## config.mk

```make
export PLATFORM = sky130hd
export DESIGN_NAME = iteration_controller_flat
export DESIGN_NICKNAME = d
export VERILOG_FILES = /design/src/rtl/iteration_controller_if.sv /design/src/rtl/iteration_controller.sv /design/src/flat_wrapper.sv
export SDC_FILE = /design/constraint.sdc
export NUM_CORES = 1
export LEC_CHECK = 0
export CAP_MARGIN = 20
export CORE_ASPECT_RATIO = 2
export CORE_UTILIZATION = 55
export CTS_CLUSTER_SIZE = 20
export DETAILED_ROUTE_END_ITERATION = 10
export GPL_TIMING_DRIVEN = 0
export PLACE_DENSITY_LB_ADDON = 0.3
export SYNTH_ARGS = -nofsm -noshare
export SYNTH_HDL_FRONTEND = slang
export SYNTH_SLANG_ARGS = --single-unit
```

## constraint.sdc

```tcl
create_clock -name clk -period 10.1 [get_ports clk]
set_clock_uncertainty 0.2 [all_clocks]
set_input_delay 1.01 -clock clk [delete_from_list [all_inputs] [get_ports clk]]
set_output_delay 1.01 -clock clk [all_outputs]
set_load 0.02 [all_outputs]
```

## src/rtl/iteration_controller_if.sv

```systemverilog
// Request/acknowledge channel between the iteration sequencer and the external update unit.
interface iteration_controller_if #(parameter int WIDTH = 8);
    logic             upd_req;
    logic [WIDTH-1:0] upd_old;
    logic             upd_ack;
    logic [WIDTH-1:0] upd_new;

    modport master (output upd_req, output upd_old, input upd_ack, input upd_new);
    modport slave  (input upd_req, input upd_old, output upd_ack, output upd_new);
endinterface

```

## src/rtl/iteration_controller.sv

```systemverilog
// Iterative solver sequencer: drives the update unit, tracks |new-old| against a tolerance,
// and finishes on CONSEC consecutive sub-tolerance deltas or after max_iter iterations.
module iteration_controller #(
    parameter int WIDTH  = 8,
    parameter int ITER_W = 8,
    parameter int CONSEC = 2
) (
    input  logic                 clk,
    input  logic                 rst_n,
    input  logic                 start_i,
    input  logic                 abort_i,
    input  logic [WIDTH-1:0]     init_val_i,
    input  logic [WIDTH-1:0]     err_tol_i,
    input  logic [ITER_W-1:0]    max_iter_i,
    iteration_controller_if.master upd,
    output logic                 busy_o,
    output logic                 done_o,
    output logic                 converged_o,
    output logic                 timeout_o,
    output logic [WIDTH-1:0]     result_o,
    output logic [ITER_W-1:0]    iter_count_o,
    output logic [WIDTH-1:0]     delta_o
);
    localparam int CW = $clog2(CONSEC + 1);
    localparam logic [CW-1:0] CONSEC_C = CW'(CONSEC);

    typedef enum logic [1:0] {S_IDLE, S_REQ, S_CHECK, S_DONE} state_t;

    state_t            state_q;
    logic [WIDTH-1:0]  old_q, new_q, tol_q, result_q, delta_q;
    logic [ITER_W-1:0] max_q, iter_q;
    logic [CW-1:0]     consec_q;
    logic              req_q, busy_q, done_q, conv_q, tout_q;
    logic [WIDTH-1:0]  delta_d;
    logic [CW-1:0]     consec_d;

    // Delta is an exact unsigned distance; the streak saturates so it can never wrap past CONSEC.
    always_comb begin
        delta_d  = (new_q >= old_q) ? (new_q - old_q) : (old_q - new_q);
        consec_d = '0;
        if (delta_d < tol_q) begin
            consec_d = (consec_q == CONSEC_C) ? consec_q : consec_q + CW'(1);
        end
    end

    always_ff @(posedge clk or negedge rst_n) begin
        if (!rst_n) begin
            state_q  <= S_IDLE;
            old_q    <= '0;
            new_q    <= '0;
            tol_q    <= '0;
            max_q    <= '0;
            iter_q   <= '0;
            consec_q <= '0;
            result_q <= '0;
            delta_q  <= '0;
            req_q    <= 1'b0;
            busy_q   <= 1'b0;
            done_q   <= 1'b0;
            conv_q   <= 1'b0;
            tout_q   <= 1'b0;
        end else begin
            done_q <= 1'b0;
            case (state_q)
                S_IDLE: begin
                    if (start_i) begin
                        old_q    <= init_val_i;
                        new_q    <= init_val_i;
                        tol_q    <= err_tol_i;
                        max_q    <= max_iter_i;
                        iter_q   <= '0;
                        consec_q <= '0;
                        delta_q  <= '0;
                        result_q <= '0;
                        conv_q   <= 1'b0;
                        tout_q   <= 1'b0;
                        busy_q   <= 1'b1;
                        if (max_iter_i == '0) begin
                            tout_q   <= 1'b1;
                            result_q <= init_val_i;
                            done_q   <= 1'b1;
                            state_q  <= S_DONE;
                        end else begin
                            req_q   <= 1'b1;
                            state_q <= S_REQ;
                        end
                    end
                end
                S_REQ: begin
                    if (abort_i) begin
                        req_q   <= 1'b0;
                        busy_q  <= 1'b0;
                        conv_q  <= 1'b0;
                        tout_q  <= 1'b0;
                        state_q <= S_IDLE;
                    end else if (upd.upd_ack) begin
                        new_q   <= upd.upd_new;
                        iter_q  <= iter_q + ITER_W'(1);
                        req_q   <= 1'b0;
                        state_q <= S_CHECK;
                    end
                end
                S_CHECK: begin
                    if (abort_i) begin
                        busy_q  <= 1'b0;
                        conv_q  <= 1'b0;
                        tout_q  <= 1'b0;
                        state_q <= S_IDLE;
                    end else begin
                        delta_q  <= delta_d;
                        consec_q <= consec_d;
                        // Convergence wins over timeout when both land on the same iteration.
                        if (consec_d == CONSEC_C) begin
                            conv_q   <= 1'b1;
                            result_q <= new_q;
                            done_q   <= 1'b1;
                            state_q  <= S_DONE;
                        end else if (iter_q == max_q) begin
                            tout_q   <= 1'b1;
                            result_q <= new_q;
                            done_q   <= 1'b1;
                            state_q  <= S_DONE;
                        end else begin
                            old_q   <= new_q;
                            req_q   <= 1'b1;
                            state_q <= S_REQ;
                        end
                    end
                end
                S_DONE: begin
                    busy_q  <= 1'b0;
                    state_q <= S_IDLE;
                end
                default: state_q <= S_IDLE;
            endcase
        end
    end

    assign upd.upd_req  = req_q;
    assign upd.upd_old  = old_q;
    assign busy_o       = busy_q;
    assign done_o       = done_q;
    assign converged_o  = conv_q;
    assign timeout_o    = tout_q;
    assign result_o     = result_q;
    assign iter_count_o = iter_q;
    assign delta_o      = delta_q;
endmodule

```

## src/flat_wrapper.sv

```systemverilog
// flat-port wrapper written by rule: the top's interface ports become plain ports
module iteration_controller_flat 
#(
    parameter int WIDTH  = 8,
    parameter int ITER_W = 8,
    parameter int CONSEC = 2
)
  (clk, rst_n, start_i, abort_i, init_val_i, err_tol_i, max_iter_i, busy_o, done_o, converged_o, timeout_o, result_o, iter_count_o, delta_o, upd_upd_req, upd_upd_old, upd_upd_ack, upd_upd_new);
  iteration_controller_if #(.WIDTH(WIDTH)) upd_i ();
  input  logic clk;
  input  logic rst_n;
  input  logic start_i;
  input  logic abort_i;
  input  logic [WIDTH-1:0] init_val_i;
  input  logic [WIDTH-1:0] err_tol_i;
  input  logic [ITER_W-1:0] max_iter_i;
  output logic busy_o;
  output logic done_o;
  output logic converged_o;
  output logic timeout_o;
  output logic [WIDTH-1:0] result_o;
  output logic [ITER_W-1:0] iter_count_o;
  output logic [WIDTH-1:0] delta_o;
  output wire logic [$bits(upd_i.upd_req)-1:0] upd_upd_req;
  output wire logic [$bits(upd_i.upd_old)-1:0] upd_upd_old;
  input wire logic [$bits(upd_i.upd_ack)-1:0] upd_upd_ack;
  input wire logic [$bits(upd_i.upd_new)-1:0] upd_upd_new;
  assign upd_upd_req = upd_i.upd_req;
  assign upd_upd_old = upd_i.upd_old;
  assign upd_i.upd_ack = upd_upd_ack;
  assign upd_i.upd_new = upd_upd_new;
  iteration_controller #(.WIDTH(WIDTH), .ITER_W(ITER_W), .CONSEC(CONSEC)) u_core (.clk(clk), .rst_n(rst_n), .start_i(start_i), .abort_i(abort_i), .init_val_i(init_val_i), .err_tol_i(err_tol_i), .max_iter_i(max_iter_i), .upd(upd_i), .busy_o(busy_o), .done_o(done_o), .converged_o(converged_o), .timeout_o(timeout_o), .result_o(result_o), .iter_count_o(iter_count_o), .delta_o(delta_o));
endmodule
```

==> flow_summary.json <==
{
  "outcome": "completed",
  "crit_arrival_ns": 4.50,
  "synth_top_area_share_pct": 40.93,
  "syn_to_final_growth_pct": 29.09,
  "wl_per_cell_um": 17.78,
  "hp-class": "reg -> reg",
  "dp_hpwl_mm": 7.345,
  "cts-root-buf": "clkbuf_16",
  "vias": 3143,
  "final.setup.tns_ns": 0,
  "yosys_warnings": 0,
  "cts_tree": "built",
  "clkTransAtPathRegs_ns": 0.05,
  "layout_commonest_cell": "clkdlybuf4s50_1",
  "timing.final.crit_share_pct": 44.41,
  "synth-main-ff-cell": "dfrtp_1",
  "synth_top_area_cell": "dfrtp_1",
  "synth_seq_area_share_pct": 40.93,
  "syn-num-nets": 440,
  "powerDensity_mw_per_mm2": 402.2,
  "core_area_mm2": 0.006940,
  "synth_top_family_by_area": "multiplexers",
  "timing.rr.end": "u_core.result_o[2]$_DFFE_PN0P_",
  "async_flop_share_pct": 100.0,
  "yosys.area_share.simple_pct": 8.659,
  "cts.sinks": 65,
  "drt_iter0_drc": 124,
  "grt_pass1_wl_mm": 15.99,
  "post_cts_buffers": 0,
  "grt_usage_pct": 28.13,
  "num_rows": 43,
  "cp-startpoint": "u_core.new_q[0]$_DFFE_PN0P_",
  "finalWeightedCongestion": 0.9237,
  "ir_drop_mv": 0.2017,
  "synthMuxAreaShare_pct": 16.25,
  "wl_mm": 9.796,
  "die_y_um": 122.2,
  "dieArea_mm2": 0.007590,
  "via_per_inst": 5.704,
  "power_mw": 2.063,
  "postCtsResizedCells": 0,
  "rsz0062_at_grt": "no",
  "clock_latency_ns": 0.34,
  "ioPinCount": 74,
  "fin_crit_ns": 4.486,
  "netlist_area_mm2": 0.003974,
  "worstSetupPathType": "reg -> reg",
  "drive_gt1_share_pct": 13.45,
  "synth_compound_area_share_pct": 14.83,
  "end_kind": "flop",
  "finalSetupViolCount": 0,
  "clk_path_buf_depth": 2,
  "synth-edff-count": 0,
  "antenna_cells": 0,
  "drv_cap": 0,
  "final_cell_mix": "clkdlybuf4s50_1 (72), dfrtp_1 (65), inv_1 (32), a21oi_1 (31), mux2i_1 (30)",
  "relSlewSlack_pct": 45.86,
  "finalHoldViolCount": 0,
  "drc": 0,
  "fmax_mhz": 222.9,
  "floorplan.initialDensity_pct": 57.26,
  "cp.required_ns": 10.12,
  "reg2reg_setup_slack_ns": 5.61,
  "grt_max_degree": 66,
  "holdPathEnd": "u_core.delta_o[0]$_DFFE_PN0P_",
  "hold_start": "u_core.delta_o[0]$_DFFE_PN0P_",
  "port_buffers": 73,
  "whs_path_depth": 2,
  "synthTopCellsByArea": "dfrtp_1 (41%), ha_1 (8.8%), mux2i_1 (7.6%), mux2_2 (5.7%), a21oi_1 (3.9%)",
  "ys_types": 56,
  "cts_buffers": 9,
  "leakage_nw": 2.334,
  "synthCells": 373,
  "cp_max_fo": 8,
  "slew_violations": 0,
  "synth_xor_area_share_pct": 4.188,
  "layout.nets": 524,
  "die_w_um": 62.11,
  "rr_worst_depth": 16,
  "synth-seq-cells": 65,
  "drtPass1Iterations": 4,
  "critPathLaunchType": "flop",
  "grt_pass1_vias": 3422,
  "regToRegStartpoint": "u_core.new_q[0]$_DFFE_PN0P_",
  "antenna_found_initial": 0,
  "grt_overflow": 0,
  "worst_pin_slew_ns": 0.8121,
  "ant_nets": 0,
  "cts_hold_buf": 0,
  "synth_fa_ha_area_share_pct": 9.824,
  "synth.avg_cell_area_um2": 10.65,
  "htreeDepth": 3
}
==> sequential cells by signal, summed over array words and instances (netlist names) <==
name	count
u_core.upd.upd_old	8
u_core.result_o	8
u_core.timeout_o	1
u_core.consec_q	2
u_core.converged_o	1
u_core.max_q	8
u_core.new_q	8
u_core.done_o	1
u_core.upd.upd_req	1
u_core.delta_o	8
u_core.iter_count_o	8
u_core.tol_q	8
u_core.state_q	2
u_core.busy_o	1
==> critical path, cell delays in order, from the launching register on <==
cell      delay [ns]
dfrtp_1         0.41
inv_1           0.10
ha_1            0.20
inv_1           0.07
fa_1            0.39
a21o_1          0.26
o211ai_4        0.20
a32oi_4         0.20
mux2i_1         0.23
xor2_1          0.29
ha_1            0.30
a21oi_1         0.17
o21ai_1         0.12
or3b_4          0.44
o21bai_4        0.25
o21bai_4        0.19
mux2_4          0.34
==> worst max path at each step <==
stage | cells after the start | end | slack (ns)
floorplan | 14 | u_core.result_o[0]$_DFFE_PN0P_ | 6.18
global route | 16 | u_core.result_o[5]$_DFFE_PN0P_ | 5.43
finish | 16 | u_core.result_o[2]$_DFFE_PN0P_ | 5.61
CTS | 16 | u_core.result_o[3]$_DFFE_PN0P_ | 5.62
global placement | 1 | u_core.result_o[5]$_DFFE_PN0P_ | 5.68
detailed placement | 16 | u_core.result_o[7]$_DFFE_PN0P_ | 5.66
==> power by group <==
part,switching (mW),leakage [nW],internal [mW]
Clock,0.113,0.158,0.216
Combinational,0.706,1.36,0.568
Sequential,0.0897,0.817,0.371
Total,0.909,2.33,1.15
==> cells by family (layout without fill, tap and decap cells) <==
group / Yosys count / after routing
AOI/OAI and AO/OA: 84 / 84
xor gates and xnor gates: 19 / 19
adders and majority gates: 30 / 30
buffers and inverters: 45 / 133
DFF: 65 / 65
muxes: 58 / 58
and+or+nand+nor: 72 / 72
==> area by class of cell <==
type,instances,area (µm²)
multi-input combinational,263,2136
fill,504,1810
sequential,65,1627
timing repair buffer,73,728.2
clock buffer,13,280.3
inverter,33,123.9
tap,90,112.6
buffer,12,87.58
clock inverter,2,35.03
==> metal layers <==
metal  global-route usage (%)  routed length (µm)  up-vias
li1                         -                   -     1479
met1                    26.88                3511     1528
met2                    53.57                5434       99
met3                    6.877                 401       37
met4                    16.42                 449        0
met5                        0                   0        -
==> synth_stat cells (2+ instances only) <==
master	number
dfrtp_1	65
inv_1	32
a21oi_1	31
mux2i_1	30
ha_1	28
nor2_1	25
nand2_1	22
mux2_2	20
o21ai_0	20
xnor2_1	11
mux2_4	8
xor2_1	8
a22o_1	7
nand4_1	7
a21o_1	3
and3_1	3
clkbuf_1	3
nand3_1	3
a32o_1	2
buf_2	2
buf_6	2
clkbuf_8	2
fa_1	2
nand2b_1	2
nor4_1	2
o211ai_1	2
o21bai_4	2
==> per-stage QoR <==
step,utilization [%],cell area (µm²),worst slack [ns],hold WS (ns),instances
final,73.91,5130,5.614,0.3018,551
after global placement,69.41,4817,5.679,0.2729,536
after CTS,73.91,5130,5.624,0.3057,551
after detailed placement,69.37,4815,5.660,0.2868,536
after global routing,73.91,5130,5.427,0.3173,551
after floorplan,-,3974,6.179,0.2658,373
Note: power is estimated with default switching activity, not from simulation.
